$ cat config.mk
export PLATFORM = sky130hd
export DESIGN_NAME = cmul_seq_ctrl
export DESIGN_NICKNAME = d
export VERILOG_FILES = /design/src/rtl/cmul_seq_ctrl_pkg.sv /design/src/rtl/cmul_real_mult.sv /design/src/rtl/cmul_seq_ctrl.sv
export SDC_FILE = /design/constraint.sdc
export NUM_CORES = 1
export LEC_CHECK = 0
export CAP_MARGIN = 5
export CORE_ASPECT_RATIO = 0.6
export CORE_MARGIN = 4
export CORE_UTILIZATION = 45
export DETAILED_ROUTE_END_ITERATION = 16
export HOLD_SLACK_MARGIN = 0.02
export PLACE_DENSITY = 0.67
export SLEW_MARGIN = 20
export SYNTH_ARGS = -nofsm -noshare
export SYNTH_HDL_FRONTEND = slang
export SYNTH_HIERARCHICAL = 1
export SYNTH_SLANG_ARGS = --single-unit
$ cat constraint.sdc
create_clock -name clk -period 7.8 [get_ports clk]
set_clock_uncertainty 0.15 [all_clocks]
set_input_delay 1.17 -clock clk [delete_from_list [all_inputs] [get_ports clk]]
set_output_delay 1.17 -clock clk [all_outputs]
set_load 0.01 [all_outputs]
$ cat src/rtl/cmul_seq_ctrl_pkg.sv
// cmul_seq_ctrl_pkg: shared state encoding, step count and result width for the
// sequential complex multiplier. Step count follows CMUL_GAUSS_EN.
`default_nettype none

package cmul_seq_ctrl_pkg;

  typedef enum logic [1:0] {
    IDLE = 2'd0,
    MUL  = 2'd1,
    DONE = 2'd2
  } state_t;

  localparam int unsigned STEP_W = 2;

`ifdef CMUL_GAUSS_EN
  localparam int unsigned STEPS = 3;
`else
  localparam int unsigned STEPS = 4;
`endif

  function automatic int res_w(input int w);
    return 2 * w + 1;
  endfunction

endpackage

`default_nettype wire

$ cat src/rtl/cmul_real_mult.sv
// cmul_real_mult: combinational signed (W+1)x(W+1) -> 2W+2 multiplier,
// the single shared multiplier of cmul_seq_ctrl.
`default_nettype none

module cmul_real_mult #(
  parameter int W = 8
) (
  input  logic signed [W:0]     a,
  input  logic signed [W:0]     b,
  output logic signed [2*W+1:0] p
);

  assign p = a * b;

endmodule

`default_nettype wire

$ cat src/rtl/cmul_seq_ctrl.sv
// cmul_seq_ctrl: complex product over a time-shared real multiplier; 4-multiply
// schedule by default, 3-multiply (Gauss) schedule when CMUL_GAUSS_EN is defined.
`default_nettype none

module cmul_seq_ctrl
  import cmul_seq_ctrl_pkg::*;
#(
  parameter int W = 8
) (
  input  logic                  clk,
  input  logic                  rst,
  input  logic                  start,
  input  logic [W-1:0]          ar,
  input  logic [W-1:0]          ai,
  input  logic [W-1:0]          br,
  input  logic [W-1:0]          bi,
  output logic                  busy,
  output logic                  done,
  output logic [res_w(W)-1:0]   pr,
  output logic [res_w(W)-1:0]   pi
);

  localparam int RW = res_w(W);
  localparam int AW = 2 * W + 2;

  state_t                state, state_nxt;
  logic [STEP_W-1:0]     step;
  logic [W-1:0]          ar_q, ai_q, br_q, bi_q;
  logic signed [AW-1:0]  acc_r, acc_i, acc_r_nxt, acc_i_nxt, prod;
  logic signed [W:0]     mul_a, mul_b;
  logic                  accept, last;

  function automatic logic signed [W:0] sx(input logic [W-1:0] v);
    return {v[W-1], v};
  endfunction

  // DONE accepts a new start just like IDLE, giving back-to-back operation.
  assign accept = start && (state != MUL);
  assign last   = (state == MUL) && (step == STEP_W'(STEPS - 1));

  always_ff @(posedge clk) begin
    if (rst) state <= IDLE;
    else     state <= state_nxt;
  end

  always_comb begin
    state_nxt = state;
    busy      = 1'b0;
    done      = 1'b0;
    case (state)
      IDLE: if (start) state_nxt = MUL;
      MUL: begin
        busy = 1'b1;
        if (last) state_nxt = DONE;
      end
      DONE: begin
        done      = 1'b1;
        state_nxt = start ? MUL : IDLE;
      end
      default: state_nxt = IDLE;
    endcase
  end

  // Operand selection for the shared multiplier.
  always_comb begin
    mul_a = '0;
    mul_b = '0;
    if (state == MUL) begin
`ifdef CMUL_GAUSS_EN
      case (step)
        2'd0:    begin mul_a = sx(br_q); mul_b = sx(ar_q) + sx(ai_q); end
        2'd1:    begin mul_a = sx(ar_q); mul_b = sx(bi_q) - sx(br_q); end
        default: begin mul_a = sx(ai_q); mul_b = sx(br_q) + sx(bi_q); end
      endcase
`else
      case (step)
        2'd0:    begin mul_a = sx(ar_q); mul_b = sx(br_q); end
        2'd1:    begin mul_a = sx(ai_q); mul_b = sx(bi_q); end
        2'd2:    begin mul_a = sx(ar_q); mul_b = sx(bi_q); end
        default: begin mul_a = sx(ai_q); mul_b = sx(br_q); end
      endcase
`endif
    end
  end

  cmul_real_mult #(.W(W)) u_mult (
    .a (mul_a),
    .b (mul_b),
    .p (prod)
  );

  // Accumulation of the current partial product.
  always_comb begin
    acc_r_nxt = acc_r;
    acc_i_nxt = acc_i;
    if (state == MUL) begin
`ifdef CMUL_GAUSS_EN
      case (step)
        2'd0: begin
          acc_r_nxt = acc_r + prod;
          acc_i_nxt = acc_i + prod;
        end
        2'd1:    acc_i_nxt = acc_i + prod;
        default: acc_r_nxt = acc_r - prod;
      endcase
`else
      case (step)
        2'd0:    acc_r_nxt = acc_r + prod;
        2'd1:    acc_r_nxt = acc_r - prod;
        2'd2:    acc_i_nxt = acc_i + prod;
        default: acc_i_nxt = acc_i + prod;
      endcase
`endif
    end
  end

  always_ff @(posedge clk) begin
    if (rst) begin
      step  <= '0;
      ar_q  <= '0;
      ai_q  <= '0;
      br_q  <= '0;
      bi_q  <= '0;
      acc_r <= '0;
      acc_i <= '0;
      pr    <= '0;
      pi    <= '0;
    end else if (accept) begin
      step  <= '0;
      ar_q  <= ar;
      ai_q  <= ai;
      br_q  <= br;
      bi_q  <= bi;
      acc_r <= '0;
      acc_i <= '0;
    end else if (state == MUL) begin
      step  <= step + STEP_W'(1);
      acc_r <= acc_r_nxt;
      acc_i <= acc_i_nxt;
      // Results are loaded with the final partial sum so they are valid in DONE.
      if (last) begin
        pr <= acc_r_nxt[RW-1:0];
        pi <= acc_i_nxt[RW-1:0];
      end
    end
  end

endmodule

`default_nettype wire

* After elaboration in Yosys (flattened, before gate mapping) *
Index checks and enable logic that the tools add are counted.

cells by class
  equal/unequal tests = 8
  mux-type cells = 12
  $mul = 1
  bitwise operators = 2
  reduce and logical (&&, ||, !) cells = 13
  add/sub/neg operators = 4

operator list
  kind                                                    number
  adder 18 bit                                            2
  two-way mux 9 bit                                       4
  case mux 18 bit (2 select lines)                        1
  multiplier 9 x 9 -> 18 bit                              1
  subtractor 18 bit                                       1
  two-way mux 17 bit                                      1
  OR reduction 2 bit                                      4
  equality test 2 bit (second input constant)             3
  case mux 2 bit (3 select lines)                         1
  AND reduction 2 bit                                     3
  equality test 2 x 1 -> 1 bit (second input constant)    2
  logical NOT 2 bit                                       2
  two-way mux 2 bit                                       2
  inequality test 2 bit (second input constant)           2
  two-way mux 1 bit                                       3
  AND reduction 3 bit                                     1
  adder 2 x 1 -> 2 bit (second input constant)            1
  logical AND 1 bit                                       2
  inequality test 2 x 1 -> 1 bit (second input constant)  1
  inverter 1 bit                                          2
  nonzero test 2 bit                                      1

word-level totals
  input port bits = 35
  output and inout port bits = 36
  flip-flop bits (word level) = 106
  logic and storage cells = 52

* Longest topological paths before layout *
Gate-level depths: netlist of run 1.

  depth after elaboration = 7
  depth in mapped cells = 34
  gate-level depth less buffers = 32

* Hierarchy *
The synthesis of run 1 kept the hierarchy.

modules (own cells, without submodules)
  module          cells an instance  area each (sq um)  instances  seq. area each (sq um)
  cmul_seq_ctrl   810                6,122.1            1          2,082.0
  cmul_real_mult  327                3,001.6            1          0.0

* Least setup slack after synthesis of run 1 *
Ideal clock, no wire load.

  path kind = reg2reg
  from = reg step[0]
  to = reg acc_r[16]
  period minus slack after synthesis = 7,865 ps
  data required time = 7,534 ps
  setup time = 116 ps
  data arrival time = 7,599 ps
  buffers on the path = 2
  path slack = -65 ps
  stages on the path, launching flop included = 32
  path through = dfxtp_1 inv_1 ha_1 clkbuf_1 nor2_1 nand2_1 a21oi_1 clkbuf_1 nand2_1 fa_1 fa_1 inv_1 fa_1 fa_1 ha_1 ha_1 a2111oi_0 o21ai_1 a41oi_2 xnor2_1 nor4_1 nor2_1 nor2_1 xor2_1 ha_1 inv_1 a21oi_1 a311oi_1 o31ai_1 xnor2_1 a21oi_1 a31o_2

on the way
  longest elaborated chain between the ends = 7
  elaborated cells on any way between the ends = 13
  those cells by class = add/sub: 2; mul: 1; eq/ne: 2; mux: 5; reduce/logical: 3

RTL lines
  element                                                          RTL line                                    source
  start: declaration                                               cmul_seq_ctrl.sv:27                         logic [STEP_W-1:0] step;
  start signal: assignment                                         cmul_seq_ctrl.sv:137                        step <= step + STEP_W'(1);
  equality test 2 bit / logical NOT 2 bit (equally long branches)  cmul_seq_ctrl.sv:76                         case (step)
  OR reduction 2 bit (no line) *                                   n/a
  two-way mux 9 bit *                                              cmul_seq_ctrl.sv:76
  two-way mux 9 bit *                                              cmul_seq_ctrl.sv:68                         if (state == MUL) begin
  via mul_a[7]                                                     cmul_seq_ctrl.sv:30                         logic signed [W:0] mul_a, mul_b;
  multiplier 9 x 9 -> 18 bit *                                     cmul_real_mult.sv:13                        assign p = a * b;
  via prod[14]                                                     cmul_seq_ctrl.sv:29                         logic signed [AW-1:0] acc_r, acc_i, acc_r_nxt, acc_i_nxt, prod;
  subtractor 18 bit / adder 18 bit (equally long branches)         cmul_seq_ctrl.sv:109, cmul_seq_ctrl.sv:108
  case mux 18 bit (2 select lines) *                               cmul_seq_ctrl.sv:107                        case (step)
  end signal: assignment                                           cmul_seq_ctrl.sv:138                        acc_r <= acc_r_nxt;
  end: declaration                                                 cmul_seq_ctrl.sv:29

The timed path passes the listed nets; every way through them passes the cells marked *.
A chain may end at the register's enable or synchronous reset.

* Final worst setup path of run 1 *
  from = reg step[1]
  to = reg pi[16]

on the way
  longest elaborated chain between the ends = 7
  elaborated cells on any way between the ends = 16
  those cells by class = add/sub: 1; mul: 1; eq/ne: 3; mux: 5; reduce/logical: 6

RTL lines
  element                                                                     RTL line                                    source
  equality test 2 bit / equality test 2 x 1 -> 1 bit (equally long branches)  cmul_seq_ctrl.sv:76
  OR reduction 2 bit (no line) *                                              n/a
  two-way mux 9 bit *                                                         cmul_seq_ctrl.sv:76
  two-way mux 9 bit *                                                         cmul_seq_ctrl.sv:68
  via mul_b[7]                                                                cmul_seq_ctrl.sv:30
  multiplier 9 x 9 -> 18 bit *                                                cmul_real_mult.sv:13
  via prod[14]                                                                cmul_seq_ctrl.sv:29
  adder 18 bit *                                                              cmul_seq_ctrl.sv:110, cmul_seq_ctrl.sv:111
  two-way mux 17 bit *                                                        n/a
  end signal: assignment                                                      cmul_seq_ctrl.sv:143                        pi <= acc_i_nxt[RW-1:0];
  end: declaration                                                            cmul_seq_ctrl.sv:20                         output logic [res_w(W)-1:0] pi

Marked as above.

==> flow_summary.json, run 1 <==
{
  "cts-htree-levels": 3,
  "cts_buffer_depth": 2,
  "final_area_sq_um": 10800,
  "wl_per_cell_um": 16.4,
  "worst_setup_path_start_kind": "flip-flop",
  "ant_nets": 0,
  "cap_viol_max_count": 0,
  "cp_slowest_stage_delay_ns": 0.52,
  "wl_mm": 24.1,
  "maxSlewHeadroom_pct": 26.9,
  "place_area_sq_um": 10200,
  "die_w_um": 191,
  "cts_root_buffer": "clkbuf_16",
  "routed_via_density": 5.40,
  "path_common_cell": "fa_1",
  "nets": 1383,
  "n_fill_cell": 1816,
  "critPathArrivalTime_ns": 7.59,
  "drt_iter0_drc": 550,
  "syn_area_sq_um": 9020,
  "hold_buffers": 0,
  "setup_violations": 0,
  "cp.required_ns": 7.93,
  "overflow": 0,
  "multi_input_area_sq_um": 6620,
  "clkLatencyLatePin_ns": 0.37,
  "design.die.area_sq_um": 22500,
  "antenna_found_initial": 0,
  "place.gp.congestion": 0.932,
  "grt_pass1_wl_mm": 39.3,
  "fin_cells": 1472,
  "post-route-period-util_pct": 95.7,
  "rows": 39,
  "worstPathBufferInverterCount": 6,
  "start_util_pct": 46.6,
  "layout_setup_ws_ns": 0.339,
  "diodes": 0,
  "hold_violations": 0,
  "crit_slowest_cell": "fa_1",
  "fmax_ghz": 0.134,
  "avgSynthCellArea_sq_um": 8.03,
  "end_kind": "flip-flop",
  "groute.usage.overall_pct": 21.2,
  "dp_cells": 1446,
  "period_needed_ns": 7.46,
  "ys.warnings.count": 6,
  "final_util_pct": 55.9,
  "cts.sinks": 104,
  "fp.coreArea_sq_um": 19400,
  "grt_pass1_vias": 7544,
  "path_max_fanout": 18,
  "cp_top_family": "adder cells",
  "remaining_drc_errors": 0,
  "cts_made_buffers": 9,
  "power.leakage_nw": 4.72,
  "fp.dieH_um": 118,
  "syn2layout_area_growth_pct": 20.0,
  "drive_above_1_share_pct": 10.9,
  "dr_total_vias": 7956,
  "pin_count": 71,
  "pre_cts_ws_ns": -0.175,
  "path_clk_slew_ns": 0.08,
  "port_buffers": 70,
  "grt_max_degree": 52,
  "status": "completed",
  "worst_slew_pin_slew_ns": 1.09,
  "drt_pass1_iterations": 5,
  "p_per_area_nw_per_um2": 146,
  "cts_tree": "built",
  "ir_drop_mv": 0.146,
  "finalMaxSlewViolations": 0,
  "hold_class": "reg2reg",
  "syn_inst": 1124,
  "seqCellArea_sq_um": 2090,
  "place_hpwl_mm": 18.4,
  "syn-num-nets": 1306,
  "criticalPathCategory": "reg2reg",
  "holdWs_ns": 0.313
}
[metal layers]
layer / share of wire [%] / wire, um / track usage, % / up-vias
met1: 53 / 12900 / 34.4 / 3757
met5: 0 / 0 / 0 / -
met3: 7.4 / 1780 / 5.48 / 10
met2: 39 / 9300 / 28.2 / 252
li1: - / - / - / 3937
met4: 0.58 / 139 / 3.27 / 0
[final timing paths]
check                             start  endpoint  slack [ns]  cells past startpoint
worst min register to register  ar_q[4]   ar_q[4]        0.31                      2
worst max register to register  step[1]    pi[16]        0.34                     28
worst max-delay path            step[1]    pi[16]        0.34                     28
worst min-delay path            ar_q[4]   ar_q[4]        0.31                      2
[sequential cells by signal (all words and copies together), names as in the netlist]
register / flops
pi: 17
ai_q: 8
step: 2
acc_r: 17
bi_q: 8
state: 2
br_q: 8
acc_i: 17
pr: 17
ar_q: 8
[report_power, final]
| group | total, mW | internal, mW | switching (mW) |
|---|---|---|---|
| sequential | 0.568 | 0.552 | 0.0165 |
| clock | 0.496 | 0.260 | 0.236 |
| combinational | 0.518 | 0.222 | 0.296 |
[tightest hold or removal path: stages (launching register included)]
cell,delay [ns]
dfxtp_1,0.32
nand2_1,0.05
a21oi_1,0.05
[final cells by class]
class / instances / area share [%]
clock inverter: 7 / 0.878
multi-input combinational: 872 / 61.1
sequential: 104 / 19.3
inverter: 91 / 3.15
clock buffer: 9 / 2.08
timing repair buffer: 123 / 10.4
tap: 266 / 3.07
[layout by cell type (no fill, tap or decap), drive strengths merged, types with 2 or more instances in the layout]
master	count
a2111oi	2
o311a	2
xor2	12
a31o	5
a31oi	7
a311oi	7
fa	72
a21oi	121
nand2	183
o211a	2
a211oi	20
or3	4
o21a	10
clkbuf	9
nor2b	12
clkdlybuf4s50	69
o211ai	6
and2	35
nand4	8
nand2b	8
nor3	13
o21bai	8
a41oi	2
buf	54
ha	75
mux2i	14
nand3	17
xnor2	35
nor4	4
o21ai	55
a21o	15
dfxtp	104
nor2	93
inv	96
o31ai	2
and3	4
and4	4
o31a	5
[per-stage QoR]
step                power (mW)  TNS, ns
global route              1.66   -0.107
finish                    1.58        0
global placement          1.05  -0.0544
floorplan                0.922        0
CTS                       1.55        0
detailed placement        1.06   -0.405
[timing repair]
item	CTS	global route
endpoints found under the setup margin	4	14
buffers inserted	1	9
resized for setup	4	49
pin swaps	2	14
Note: power is estimated with default switching activity, not from simulation.
==> run 2: changes to the inputs <==
--- a/config.mk
+++ b/config.mk
@@ -12,7 +12,7 @@
 export DETAILED_ROUTE_END_ITERATION = 16
 export HOLD_SLACK_MARGIN = 0.02
 export PLACE_DENSITY = 0.67
-export SLEW_MARGIN = 20
+export SLEW_MARGIN = 0
 export SYNTH_ARGS = -nofsm -noshare
 export SYNTH_HDL_FRONTEND = slang
 export SYNTH_HIERARCHICAL = 1
==> run 2 against run 1 <==
Net effect: combinational power about the same; clock power about the same; cell count unchanged; die area unchanged; global-route usage unchanged; non-clock buffer count unchanged; design area about the same; largest power group unchanged; maximum frequency about the same.
==> flow_summary.json, run 2 (synthesis gave the netlist of run 1 again) <==
{
  "port_buffers": 70,
  "cts_made_buffers": 9,
  "ant_nets": 0,
  "critPathArrivalTime_ns": 7.60,
  "fp.dieH_um": 118,
  "design.die.area_sq_um": 22500,
  "r2r-start": "step[1]",
  "antenna_found_initial": 0,
  "tns_ns": 0,
  "remaining_drc_errors": 0,
  "cts_tree": "built",
  "groute.usage.overall_pct": 21.2,
  "maxSlewHeadroom_pct": 23.4,
  "wl_per_cell_um": 16.4,
  "grt_pass1_wl_mm": 39.3,
  "worst_slew_pin_slew_ns": 1.15,
  "final_common_cell": "nand2_1",
  "syn2layout_area_growth_pct": 20.0,
  "end_kind": "flip-flop",
  "post-route-period-util_pct": 95.7,
  "cts_root_buffer": "clkbuf_16",
  "p_per_area_nw_per_um2": 146,
  "n_fill_cell": 1815,
  "path_common_cell": "fa_1",
  "regToRegSetupSlack_ns": 0.34,
  "power.leakage_nw": 4.71,
  "cts.sinks": 104,
  "holdWs_ns": 0.311,
  "cts_buffer_depth": 2,
  "period_needed_ns": 7.46,
  "pin_count": 71,
  "cp_num_cells": 28,
  "hold_class": "reg2reg",
  "wl_mm": 24.2,
  "fmax_ghz": 0.134,
  "critPathLaunch": "step[1]",
  "dr_total_vias": 7955,
  "routed_via_density": 5.40,
  "rows": 39,
  "cp.required_ns": 7.93,
  "diodes": 0,
  "status": "completed",
  "crit_slowest_cell": "fa_1",
  "nets": 1383,
  "path_max_fanout": 18,
  "drive_above_1_share_pct": 10.7,
  "place.gp.congestion": 0.932,
  "crit_path_end": "pi[16]",
  "drt_pass1_iterations": 4,
  "path_clk_slew_ns": 0.08,
  "finalMaxSlewViolations": 0,
  "hold_violations": 0,
  "cap_viol_max_count": 0,
  "cp_slowest_stage_delay_ns": 0.52,
  "grt_max_degree": 52,
  "drt_iter0_drc": 556,
  "reg2reg_depth": 28,
  "fp.coreArea_sq_um": 19400,
  "setup_violations": 0,
  "place_hpwl_mm": 18.4,
  "cts-htree-levels": 3,
  "start_util_pct": 46.6,
  "grt_pass1_vias": 7544,
  "criticalPathCategory": "reg2reg",
  "die_w_um": 191,
  "clkLatencyLatePin_ns": 0.37,
  "mostFrequentLayoutCells": "nand2_1 (183), a21oi_1 (114), dfxtp_1 (102), inv_1 (90), nor2_1 (86)",
  "overflow": 0,
  "cp_top_family": "adder cells",
  "r2r-end": "pi[16]",
  "worst_setup_path_start_kind": "flip-flop",
  "worstPathBufferInverterCount": 6,
  "ir_drop_mv": 0.147,
  "hold_buffers": 0
}
## run 2: worst min path at each step
stage                        from  endpoint  slack (ns)  depth (start not counted)
final                     ar_q[6]   ar_q[6]        0.31                          2
after global routing        pr[0]     pr[0]        0.33                          2
after CTS                 ar_q[4]   ar_q[4]        0.31                          2
after detailed placement  ar_q[4]   ar_q[4]        0.30                          2
after global placement      pr[0]     pr[0]        0.29                          2
after floorplan           ar_q[0]   ar_q[0]        0.28                          2
## run 2: per-stage QoR
stage | total power [mW] | std cells | utilization [%] | area (sq um) | worst slack (ns)
2_1_floorplan | 0.922 | 1124 | - | 9030 | 0.0357
3_3_place_gp | 1.05 | 1446 | 52.6 | 10200 | -0.0499
3_5_place_dp | 1.06 | 1446 | 52.6 | 10200 | -0.175
4_1_cts | 1.55 | 1463 | 54.3 | 10500 | 0.0306
5_1_grt | 1.66 | 1472 | 55.9 | 10800 | -0.0639
6_report | 1.58 | 1472 | 55.9 | 10800 | 0.337
## run 2: repair_timing
action | CTS | global route
gates resized for setup | 4 | 49
setup endpoints to repair | 4 | 14
buffers inserted | 1 | 9
pin swaps | 2 | 14
cloned | 0 | 0
## run 2: layout make-up
cell class,count,area (sq um),area share (%)
Clock buffer,9,225,2.08
Multi-Input combinational cell,872,6620,61.1
Timing Repair Buffer,123,1130,10.4
Sequential cell,104,2090,19.3
Inverter,91,342,3.15
Tap cell,266,333,3.07
Clock inverter,7,95.1,0.878
## run 2: power by group
part,switching (mW),internal [mW]
logic,0.296,0.222
registers,0.0165,0.552
clock network,0.236,0.260
total,0.549,1.03
## run 2: metal layers
layer / track usage [%] / part of all wire (%)
met5: 0 / 0
met1: 34.4 / 53
met2: 28.2 / 39
met4: 3.27 / 0.65
met3: 5.48 / 7.2
## run 2: worst reg2reg max path: cells and delay by family (launching register included)
family | cells | cell delay [ns]
XOR/XNOR | 1 | 0.12
buffers and inverters | 6 | 0.85
AO/OA/AOI/OAI | 8 | 1.48
multiplexers | 1 | 0.22
AND/OR/NAND/NOR | 4 | 0.71
adder cells (fa/ha/maj) | 8 | 3.46
flip-flops | 1 | 0.38
==> run 3: changes to the inputs <==
--- a/config.mk
+++ b/config.mk
@@ -9,6 +9,7 @@
 export CORE_ASPECT_RATIO = 0.6
 export CORE_MARGIN = 4
 export CORE_UTILIZATION = 45
+export CTS_BUF_LIST = sky130_fd_sc_hd__clkbuf_4
 export DETAILED_ROUTE_END_ITERATION = 16
 export HOLD_SLACK_MARGIN = 0.02
 export PLACE_DENSITY = 0.67
@@ -17,3 +18,4 @@
 export SYNTH_HDL_FRONTEND = slang
 export SYNTH_HIERARCHICAL = 1
 export SYNTH_SLANG_ARGS = --single-unit
+export TNS_END_PERCENT = 5
==> run 3 against run 2 <==
Net effect: register-to-register slack improved by 0.02 ns; sequential power about the same; routed wire length down 1.3%.
==> flow_summary.json, run 3 (synthesis gave the netlist of run 1 again) <==
{
  "criticalPathCategory": "reg2reg",
  "r2r-end": "acc_r[16]",
  "post-route-period-util_pct": 95.4,
  "maxSlewHeadroom_pct": 22.9,
  "pin_count": 71,
  "reg2reg_depth": 31,
  "mostFrequentLayoutCells": "nand2_1 (182), a21oi_1 (115), dfxtp_1 (102), inv_1 (90), nor2_1 (86)",
  "groute.usage.overall_pct": 21.1,
  "grt_pass1_vias": 7476,
  "crit_slowest_cell": "fa_1",
  "cts_root_buffer": "clkbuf_4",
  "critPathLaunch": "step[1]",
  "drt_pass1_iterations": 5,
  "syn2layout_area_growth_pct": 18.2,
  "setup_violations": 0,
  "dr_total_vias": 7916,
  "finalMaxSlewViolations": 0,
  "cts_tree": "built",
  "cp_num_cells": 31,
  "clkLatencyLatePin_ns": 0.53,
  "start_util_pct": 46.6,
  "r2r-start": "step[1]",
  "cts_made_buffers": 9,
  "critPathArrivalTime_ns": 7.72,
  "cp_top_family": "adder cells",
  "worstPathBufferInverterCount": 6,
  "worst_setup_path_start_kind": "flip-flop",
  "port_buffers": 70,
  "cts.sinks": 104,
  "period_needed_ns": 7.44,
  "worst_slew_pin_slew_ns": 1.16,
  "cts_buffer_depth": 2,
  "drt_iter0_drc": 636,
  "rows": 39,
  "hold_class": "reg2reg",
  "fmax_ghz": 0.134,
  "n_fill_cell": 1841,
  "final_common_cell": "nand2_1",
  "cts-htree-levels": 3,
  "place_hpwl_mm": 18.4,
  "antenna_found_initial": 0,
  "holdWs_ns": 0.324,
  "whs_path_depth": 2,
  "regToRegSetupSlack_ns": 0.36,
  "hold_violations": 0,
  "overflow": 0,
  "seqCellArea_sq_um": 2080,
  "ir_drop_mv": 0.114,
  "nets": 1381,
  "routed_via_density": 5.39,
  "wl_mm": 23.9,
  "path_clk_slew_ns": 0.18,
  "fp.coreArea_sq_um": 19400,
  "power.leakage_nw": 4.65,
  "place.gp.congestion": 0.932,
  "die_w_um": 191,
  "path_common_cell": "fa_1",
  "remaining_drc_errors": 0,
  "ant_nets": 0,
  "status": "completed",
  "design.die.area_sq_um": 22500,
  "grt_max_degree": 52,
  "end_kind": "flip-flop",
  "multi_input_area_sq_um": 6630,
  "grt_pass1_wl_mm": 39.0,
  "p_per_area_nw_per_um2": 132,
  "cp.required_ns": 8.08,
  "crit_path_end": "acc_r[16]",
  "cp_slowest_stage_delay_ns": 0.57,
  "path_max_fanout": 9,
  "wl_per_cell_um": 16.2,
  "cap_viol_max_count": 0,
  "final_util_pct": 55.0,
  "drive_above_1_share_pct": 10.5,
  "diodes": 0,
  "fp.dieH_um": 118
}
==> run 3: cell types whose count changed in the layout (fill, tap and decap cells not counted), sizes merged <==
cell / previous run / this run
buf: 54 / 52
==> run 3: power breakdown <==
part | switching, mW | internal [mW] | leakage, nW | total [mW]
clock | 0.216 | 0.108 | 0.0881 | 0.324
sequential | 0.0167 | 0.553 | 0.846 | 0.570
combinational | 0.293 | 0.222 | 3.71 | 0.514
==> run 3: cell type report <==
type                    instances  area share (%)
flip-flops and latches        104            19.5
repair buffers                121            10.4
clock inverters                 7           0.892
clock buffers                   9           0.634
inverters                      91            3.20
well taps                     266            3.12
multi-input cells             872            62.2
==> run 3: layer usage <==
layer	up-vias	share of wire, %	track usage, %	wire length (um)
li1	3932	-	-	-
met1	3740	53	34.5	12800
met2	231	38	27.7	9080
met3	13	7.7	5.13	1850
met4	0	0.67	3.36	161
met5	-	0	0	0
==> run 3: worst min path at each step <==
| stage | from | to |
|---|---|---|
| after floorplan | ar_q[0] | ar_q[0] |
| after global placement | pr[0] | pr[0] |
| after detailed placement | ar_q[4] | ar_q[4] |
| after CTS | ar_q[4] | ar_q[4] |
| after global routing | pr[0] | pr[0] |
| final | ar_q[4] | ar_q[4] |
==> run 3: what timing repair did <==
action | CTS | global route
resized for setup | 5 | 46
endpoints found under the setup margin | 4 | 14
buffers inserted | 1 | 7
pin swaps | 2 | 11
hold buffers | 0 | 0
==> run 3: worst min-delay path, cell delays in order (launching register included) <==
cell     delay (ns)
dfxtp_1        0.35
nand2_1        0.05
a21oi_1        0.05
==> run 3: metrics by stage <==
stage | power, mW | area (sq um) | setup WS, ns | setup TNS, ns | instances
2_1_floorplan | 0.922 | 9030 | 0.0357 | 0 | 1124
3_3_place_gp | 1.05 | 10200 | -0.0499 | -0.0544 | 1446
3_5_place_dp | 1.06 | 10200 | -0.175 | -0.405 | 1446
4_1_cts | 1.38 | 10400 | 0.0106 | 0 | 1463
5_1_grt | 1.49 | 10700 | -0.0672 | -0.127 | 1470
6_report | 1.41 | 10700 | 0.357 | 0 | 1470
